[src/rtl/spi_frame_ctrl_pkg.sv]
// spi_frame_ctrl_pkg: shared state encoding and constants for the SPI frame sequencer.
package spi_frame_ctrl_pkg;
    typedef enum logic [2:0] {IDLE, CMD, WR, RD_FETCH, RD_WAIT, RD_DATA} state_e;
    localparam int CMD_RW_BIT = 7;
    localparam logic [7:0] STATUS_DEFAULT = 8'hA5;
    function automatic logic [7:0] sat_inc(input logic [7:0] v);
        return (v == 8'hFF) ? v : v + 8'd1;
    endfunction
endpackage

[src/rtl/spi_frame_ctrl_addr_gen.sv]
// spi_frame_ctrl_addr_gen: loadable AW-bit register address counter with wrapping increment.
module spi_frame_ctrl_addr_gen #(
    parameter int AW       = 7,
    parameter bit AUTO_INC = 1'b1
) (
    input  logic          clk_i,
    input  logic          rst_ni,
    input  logic          ena_i,
    input  logic          load_i,
    input  logic [AW-1:0] load_val_i,
    input  logic          inc_i,
    output logic [AW-1:0] addr_o
);
    logic [AW-1:0] addr_q, addr_d;
    assign addr_d = load_i ? load_val_i : (inc_i && AUTO_INC) ? addr_q + AW'(1) : addr_q;
    assign addr_o = addr_q;
    always_ff @(posedge clk_i or negedge rst_ni)
        if (!rst_ni) addr_q <= '0;
        else if (ena_i) addr_q <= addr_d;
endmodule

[src/rtl/spi_frame_ctrl.sv]
// spi_frame_ctrl: decodes a {rw,addr} command byte and streams data bytes to/from a register bus.
module spi_frame_ctrl import spi_frame_ctrl_pkg::*; #(
    parameter int         AW       = 7,
    parameter bit         AUTO_INC = 1'b1,
    parameter logic [7:0] STATUS   = STATUS_DEFAULT
) (
    input  logic          clk_i,
    input  logic          rst_ni,
    input  logic          ena_i,
    input  logic          spi_ss_i,
    input  logic          rx_req_i,
    input  logic [7:0]    rx_byte_i,
    input  logic          tx_req_i,
    output logic [7:0]    tx_byte_o,
    output logic [AW-1:0] reg_addr_o,
    output logic [7:0]    reg_wdata_o,
    output logic          reg_we_o,
    output logic          reg_re_o,
    input  logic [7:0]    reg_rdata_i,
    output logic          busy_o,
    output logic          err_ovr_o,
    output logic [7:0]    byte_cnt_o
);
    state_e     state_q;
    logic [7:0] tx_byte_q, wdata_q, cnt_q;
    logic       we_q, re_q, err_q;
    logic       addr_load, addr_inc;

    // The address moves once the write strobe has gone out, or when a read byte is consumed.
    assign addr_load = !spi_ss_i && state_q == CMD && rx_req_i;
    assign addr_inc  = !spi_ss_i && ((state_q == WR && we_q) || (state_q == RD_DATA && tx_req_i));

    spi_frame_ctrl_addr_gen #(.AW(AW), .AUTO_INC(AUTO_INC)) u_addr (
        .clk_i      (clk_i),
        .rst_ni     (rst_ni),
        .ena_i      (ena_i),
        .load_i     (addr_load),
        .load_val_i (rx_byte_i[AW-1:0]),
        .inc_i      (addr_inc),
        .addr_o     (reg_addr_o)
    );

    always_ff @(posedge clk_i or negedge rst_ni) begin
        if (!rst_ni) begin
            state_q   <= IDLE;
            tx_byte_q <= STATUS;
            wdata_q   <= '0;
            we_q      <= 1'b0;
            re_q      <= 1'b0;
            err_q     <= 1'b0;
            cnt_q     <= '0;
        end else if (ena_i) begin
            we_q <= 1'b0;
            re_q <= 1'b0;
            if (spi_ss_i) state_q <= IDLE;
            else case (state_q)
                IDLE: begin
                    state_q   <= CMD;
                    err_q     <= 1'b0;
                    cnt_q     <= '0;
                    tx_byte_q <= STATUS;
                end
                CMD: if (rx_req_i) begin
                    state_q <= rx_byte_i[CMD_RW_BIT] ? RD_FETCH : WR;
                    re_q    <= rx_byte_i[CMD_RW_BIT];
                end
                WR: begin
                    if (rx_req_i) begin
                        we_q    <= 1'b1;
                        wdata_q <= rx_byte_i;
                    end
                    if (we_q) cnt_q <= sat_inc(cnt_q);
                end
                RD_FETCH: begin
                    state_q <= RD_WAIT;
                    if (tx_req_i) err_q <= 1'b1;
                end
                RD_WAIT: begin
                    state_q   <= RD_DATA;
                    tx_byte_q <= reg_rdata_i;
                    if (tx_req_i) err_q <= 1'b1;
                end
                RD_DATA: if (tx_req_i) begin
                    state_q <= RD_FETCH;
                    re_q    <= 1'b1;
                    cnt_q   <= sat_inc(cnt_q);
                end
                default: state_q <= IDLE;
            endcase
        end
    end

    assign tx_byte_o   = tx_byte_q;
    assign reg_wdata_o = wdata_q;
    assign reg_we_o    = we_q;
    assign reg_re_o    = re_q;
    assign busy_o      = state_q != IDLE;
    assign err_ovr_o   = err_q;
    assign byte_cnt_o  = cnt_q;
endmodule

[config.mk]
export PLATFORM = sky130hd
export DESIGN_NAME = spi_frame_ctrl
export DESIGN_NICKNAME = d
export VERILOG_FILES = /design/src/rtl/spi_frame_ctrl_pkg.sv /design/src/rtl/spi_frame_ctrl_addr_gen.sv /design/src/rtl/spi_frame_ctrl.sv
export SDC_FILE = /design/constraint.sdc
export NUM_CORES = 1
export LEC_CHECK = 0
export BUFFER_PORTS_ARGS = -buffer_cell sky130_fd_sc_hd__buf_2
export CAP_MARGIN = 40
export CORE_ASPECT_RATIO = 2
export CORE_MARGIN = 3
export CORE_UTILIZATION = 30
export DETAILED_ROUTE_END_ITERATION = 6
export MAX_ROUTING_LAYER = met4
export PLACE_DENSITY = 0.52
export SYNTH_ARGS = -nofsm -noshare
export SYNTH_HDL_FRONTEND = slang
export SYNTH_SLANG_ARGS = --single-unit
[constraint.sdc]
create_clock -name clk_i -period 2.3 [get_ports clk_i]
set_input_delay 0.46 -clock clk_i [delete_from_list [all_inputs] [get_ports clk_i]]
set_output_delay 0.46 -clock clk_i [all_outputs]
set_load 0.03 [all_outputs]
==> summary.md <==
The run finished with clean final reports. For the worst slew slack as a fraction of its limit, the log shows 0.608. Net total in the final layout: 282. Adder-cell share of the synthesized area: 0.0128.

Number of port buffers: 56. The run gives 0.476 as the part of the Yosys area used for sequential elements. The clock passes through at most 2 buffers. Sorting the synthesized cells by how often they occur yields 33 x sky130_fd_sc_hd__dfrtp_1, 23 x sky130_fd_sc_hd__nand2_1, 13 x sky130_fd_sc_hd__nor2_1.

Dividing the detail-routed wire length by the instance count gives 14.8 um. The region available for standard cell placement spans 0.00631 mm^2. In the routed design, unresolved DRC markers number 0. In this run the count of I/O pins placed on the die edge is 57.

The run gives 42 as the count of routing violations after the opening detailed-route iteration. Delay contributed by the slowest stage of the critical path: 620 ps. Most frequent cell after synthesis: sky130_fd_sc_hd__dfrtp_1. The tools report the final sum of negative setup slack as 0 ps. Largest fanout of any net on the critical path: 14. Together, buffers and inverters on the worst path number 0. Y dimension of the die: 120 um. Type of the worst setup path: register to register. After detailed placement, the total cell area comes to 0.00237 mm^2. The worst setup path is launched from a register.

The number of clock buffers added by TritonCTS is 5. The synthesized instance count was 194; the total placed cells including tap cells was 337. After synthesis, the largest family of logic cells by area is simple AND/OR/NAND/NOR gates.

For this run, the number of standard cells in the final layout without fillers is 345. The number of routed nets with antenna violations is 0, and the total non-filler cell area in the finished layout is 0.00252 mm^2. Setup repair after global routing left no endpoint under its margin. Once detailed placement completed, the half-perimeter wirelength came to 3940 um.

The synthesized netlist contains 46 unique library cells. TritonCTS built the clock tree. The run gives 482 MHz as the achievable frequency.

Summed over all cells, the static leakage comes to 1.18 nW. The first global-routing pass estimated 8820 um of wire. The run gives 2510 ps as the required time reported for the critical path endpoint.

CTS built an H-tree with a depth of 2. The count of flip-flops with a built-in enable after synthesis is 0, and the arrival time reported for the critical path endpoint is 2280 ps. Between clock sinks in the finished design, the worst skew comes to 1.62 ps.

Traced cell by cell, the critical path runs through or3b_4, o2bb2ai_2, a2111oi_4, mux2i_1. Among all flip-flop cells after synthesis, the most frequent one is sky130_fd_sc_hd__dfrtp_1. In this run the horizontal extent of the chip is 63.1 um.

The path class of the tightest hold or removal check is input port to async pin. The share of the synthesized netlist area taken by xor and xnor gates works out to 0. The largest area contributor in the netlist is sky130_fd_sc_hd__dfrtp_1. Clock transition at the registers of the reported paths: 50 ps. After synthesis the cells add up to 0.00196 mm^2. The complex-gate fraction of the synthesized area was 0.194. Initial core utilization: 0.310.

Entering global routing, the biggest net connects 17 pins. The tools report the final wirelength as 5090 um. After floorplanning, the core was divided into 41 placement rows.

The tools report the initial antenna violation count as 0. For the final-report hold violation count, the log shows 0. The slowest stage of the critical path belongs to the cell sky130_fd_sc_hd__a2111oi_4.

For this design, the sink count on the clock tree is 37. The async set or reset register ratio after synthesis works out to 1.00. The number of iterations in the first detailed-routing pass was 4. The number of max-cap violations came out at 0. Via count of the first global-routing pass: 1805. The post-synthesis mux area share was 0.0678.

Routability-driven placement finished with a final weighted congestion of 0.908. The post-synthesis register bit count is 37, and the global route total overflow is 0. The period utilization was 0.902; the total routing resource utilization after global routing was 0.152. Across all register-to-register paths, the minimum setup slack is 220 ps. The completed layout was analyzed and its total power is 2.98 mW.

The buffers inserted during post-CTS setup optimization is 0, and the number of instances resized during post-cts repair is 0. The number of setup violations in the final report was 0; the number of antenna diodes was 0. The share of final-layout standard cells stronger than drive strength 1 was 0.351. The simple-gate area share of the yosys netlist was 0.205; the cts-stage hold buffer count was 0.

For the pin with the worst max-slew slack, the measured transition is 588 ps. By area the synthesized netlist is led by sky130_fd_sc_hd__dfrtp_1 42%, sky130_fd_sc_hd__mux2_2 5.8%, sky130_fd_sc_hd__dfstp_2 5.4%, sky130_fd_sc_hd__nand2_1 4.4%, sky130_fd_sc_hd__a32o_1 3.1%. The worst setup path is captured at a register. The synthesis warning total came out at 0. For the routed via count, the log shows 1731. The floorplan step defined a die boundary enclosing 0.00759 mm^2. The post-layout minimum cycle time is 2080 ps, and the clock insertion delay at the later pin of the skew report is 280 ps. The count of final max-slew check failures was 0. CTS placed an instance of sky130_fd_sc_hd__clkbuf_16 at the clock tree root.

In this design, the largest share of critical-path delay is due to compound AO/OA/AOI/OAI gates. The mean instance size in the synthesized netlist is 10.1 um^2, and the relative area change from synthesis to final layout is 28.8%. When the netlist entered floorplanning its net count stood at 218. The area share of the leading cell type in the synthesized netlist works out to 0.422.

Across all hold checks on the routed design, the worst slack comes to 37.4 ps. Power spread over the standard cell area amounts to 1180 mW/mm^2. The worst-case IR drop observed on VDD is 0.508 mV. Via count normalized by instance count: 5.02.
==> through the flow <==
step	worst slack [ps]	util
CTS	200	0.399
detailed placement	209	0.376
finish	225	0.399
global route	96.3	0.399
global placement	235	0.376
floorplan	362	-
==> sequential cells by signal (all words and copies together), names as in the netlist <==
name,cells
byte_cnt_o,8
err_ovr_o,1
reg_re_o,1
reg_wdata_o,8
reg_we_o,1
state_q,3
tx_byte_o,8
u_addr.addr_o,7
==> path summary, 6_finish.rpt <==
kind                             endpoint           start  cells past startpoint
min                        reg_wdata_o[6]          rst_ni                      1
max in group asynchronous    tx_byte_o[0]          rst_ni                      2
min reg2reg                  tx_byte_o[1]    tx_byte_o[1]                      2
max reg2reg                 byte_cnt_o[1]      state_q[1]                      4
min in group clk_i           tx_byte_o[7]  reg_rdata_i[7]                      3
max                         byte_cnt_o[1]      state_q[1]                      4
==> per-layer routing <==
layer / wire length, um / share of wire / vias up / track usage
li1: - / - / 846 / -
met1: 1950 / 0.38 / 830 / 0.160
met2: 2760 / 0.54 / 45 / 0.263
met3: 210 / 0.041 / 10 / 0.0288
met4: 170 / 0.033 / 0 / 0.0844
met5: 0 / 0 / - / -
==> area by class of cell <==
class,count,area (um^2)
Multi-Input combinational cell,137,938
Inverter,11,41.3
Tap cell,86,108
Fill cell,688,3790
Timing Repair Buffer,66,355
Sequential cell,37,931
Clock buffer,8,146
==> cell families after synthesis <==
| logic type | count (synthesis) |
|---|---|
| AOI/OAI and AO/OA | 47 |
| DFF | 37 |
| muxes | 12 |
| buffers and inverters | 20 |
| and+or+nand+nor | 76 |
| adders and majority gates | 2 |
==> layout by cell type, fill, tap and decap left out, types with 4 or more instances in the layout <==
master / Yosys / layout
sky130_fd_sc_hd__mux2_2: 10 / 10
sky130_fd_sc_hd__nor3b_1: 4 / 4
sky130_fd_sc_hd__nor3_1: 5 / 5
sky130_fd_sc_hd__nand4_1: 4 / 4
sky130_fd_sc_hd__inv_1: 11 / 11
sky130_fd_sc_hd__a2bb2oi_1: 5 / 5
sky130_fd_sc_hd__nor2_1: 13 / 13
sky130_fd_sc_hd__buf_2: 4 / 56
sky130_fd_sc_hd__nand3_1: 8 / 8
sky130_fd_sc_hd__nand2_1: 23 / 23
sky130_fd_sc_hd__buf_4: 0 / 10
sky130_fd_sc_hd__a32o_1: 6 / 6
sky130_fd_sc_hd__a21oi_1: 5 / 5
sky130_fd_sc_hd__a31oi_1: 8 / 8
sky130_fd_sc_hd__clkbuf_16: 0 / 5
sky130_fd_sc_hd__dfstp_2: 4 / 4
sky130_fd_sc_hd__nand2b_1: 4 / 4
sky130_fd_sc_hd__dfrtp_1: 33 / 33
==> where the power goes <==
group	total, mW	leakage, nW	switching (mW)	internal, mW
clock network	0.681	0.0712	0.249	0.432
logic	1.22	0.636	0.769	0.447
registers	1.09	0.476	0.226	0.862
total	2.98	1.18	1.24	1.74
No activity file was read; power rests on OpenSTA's default activity.
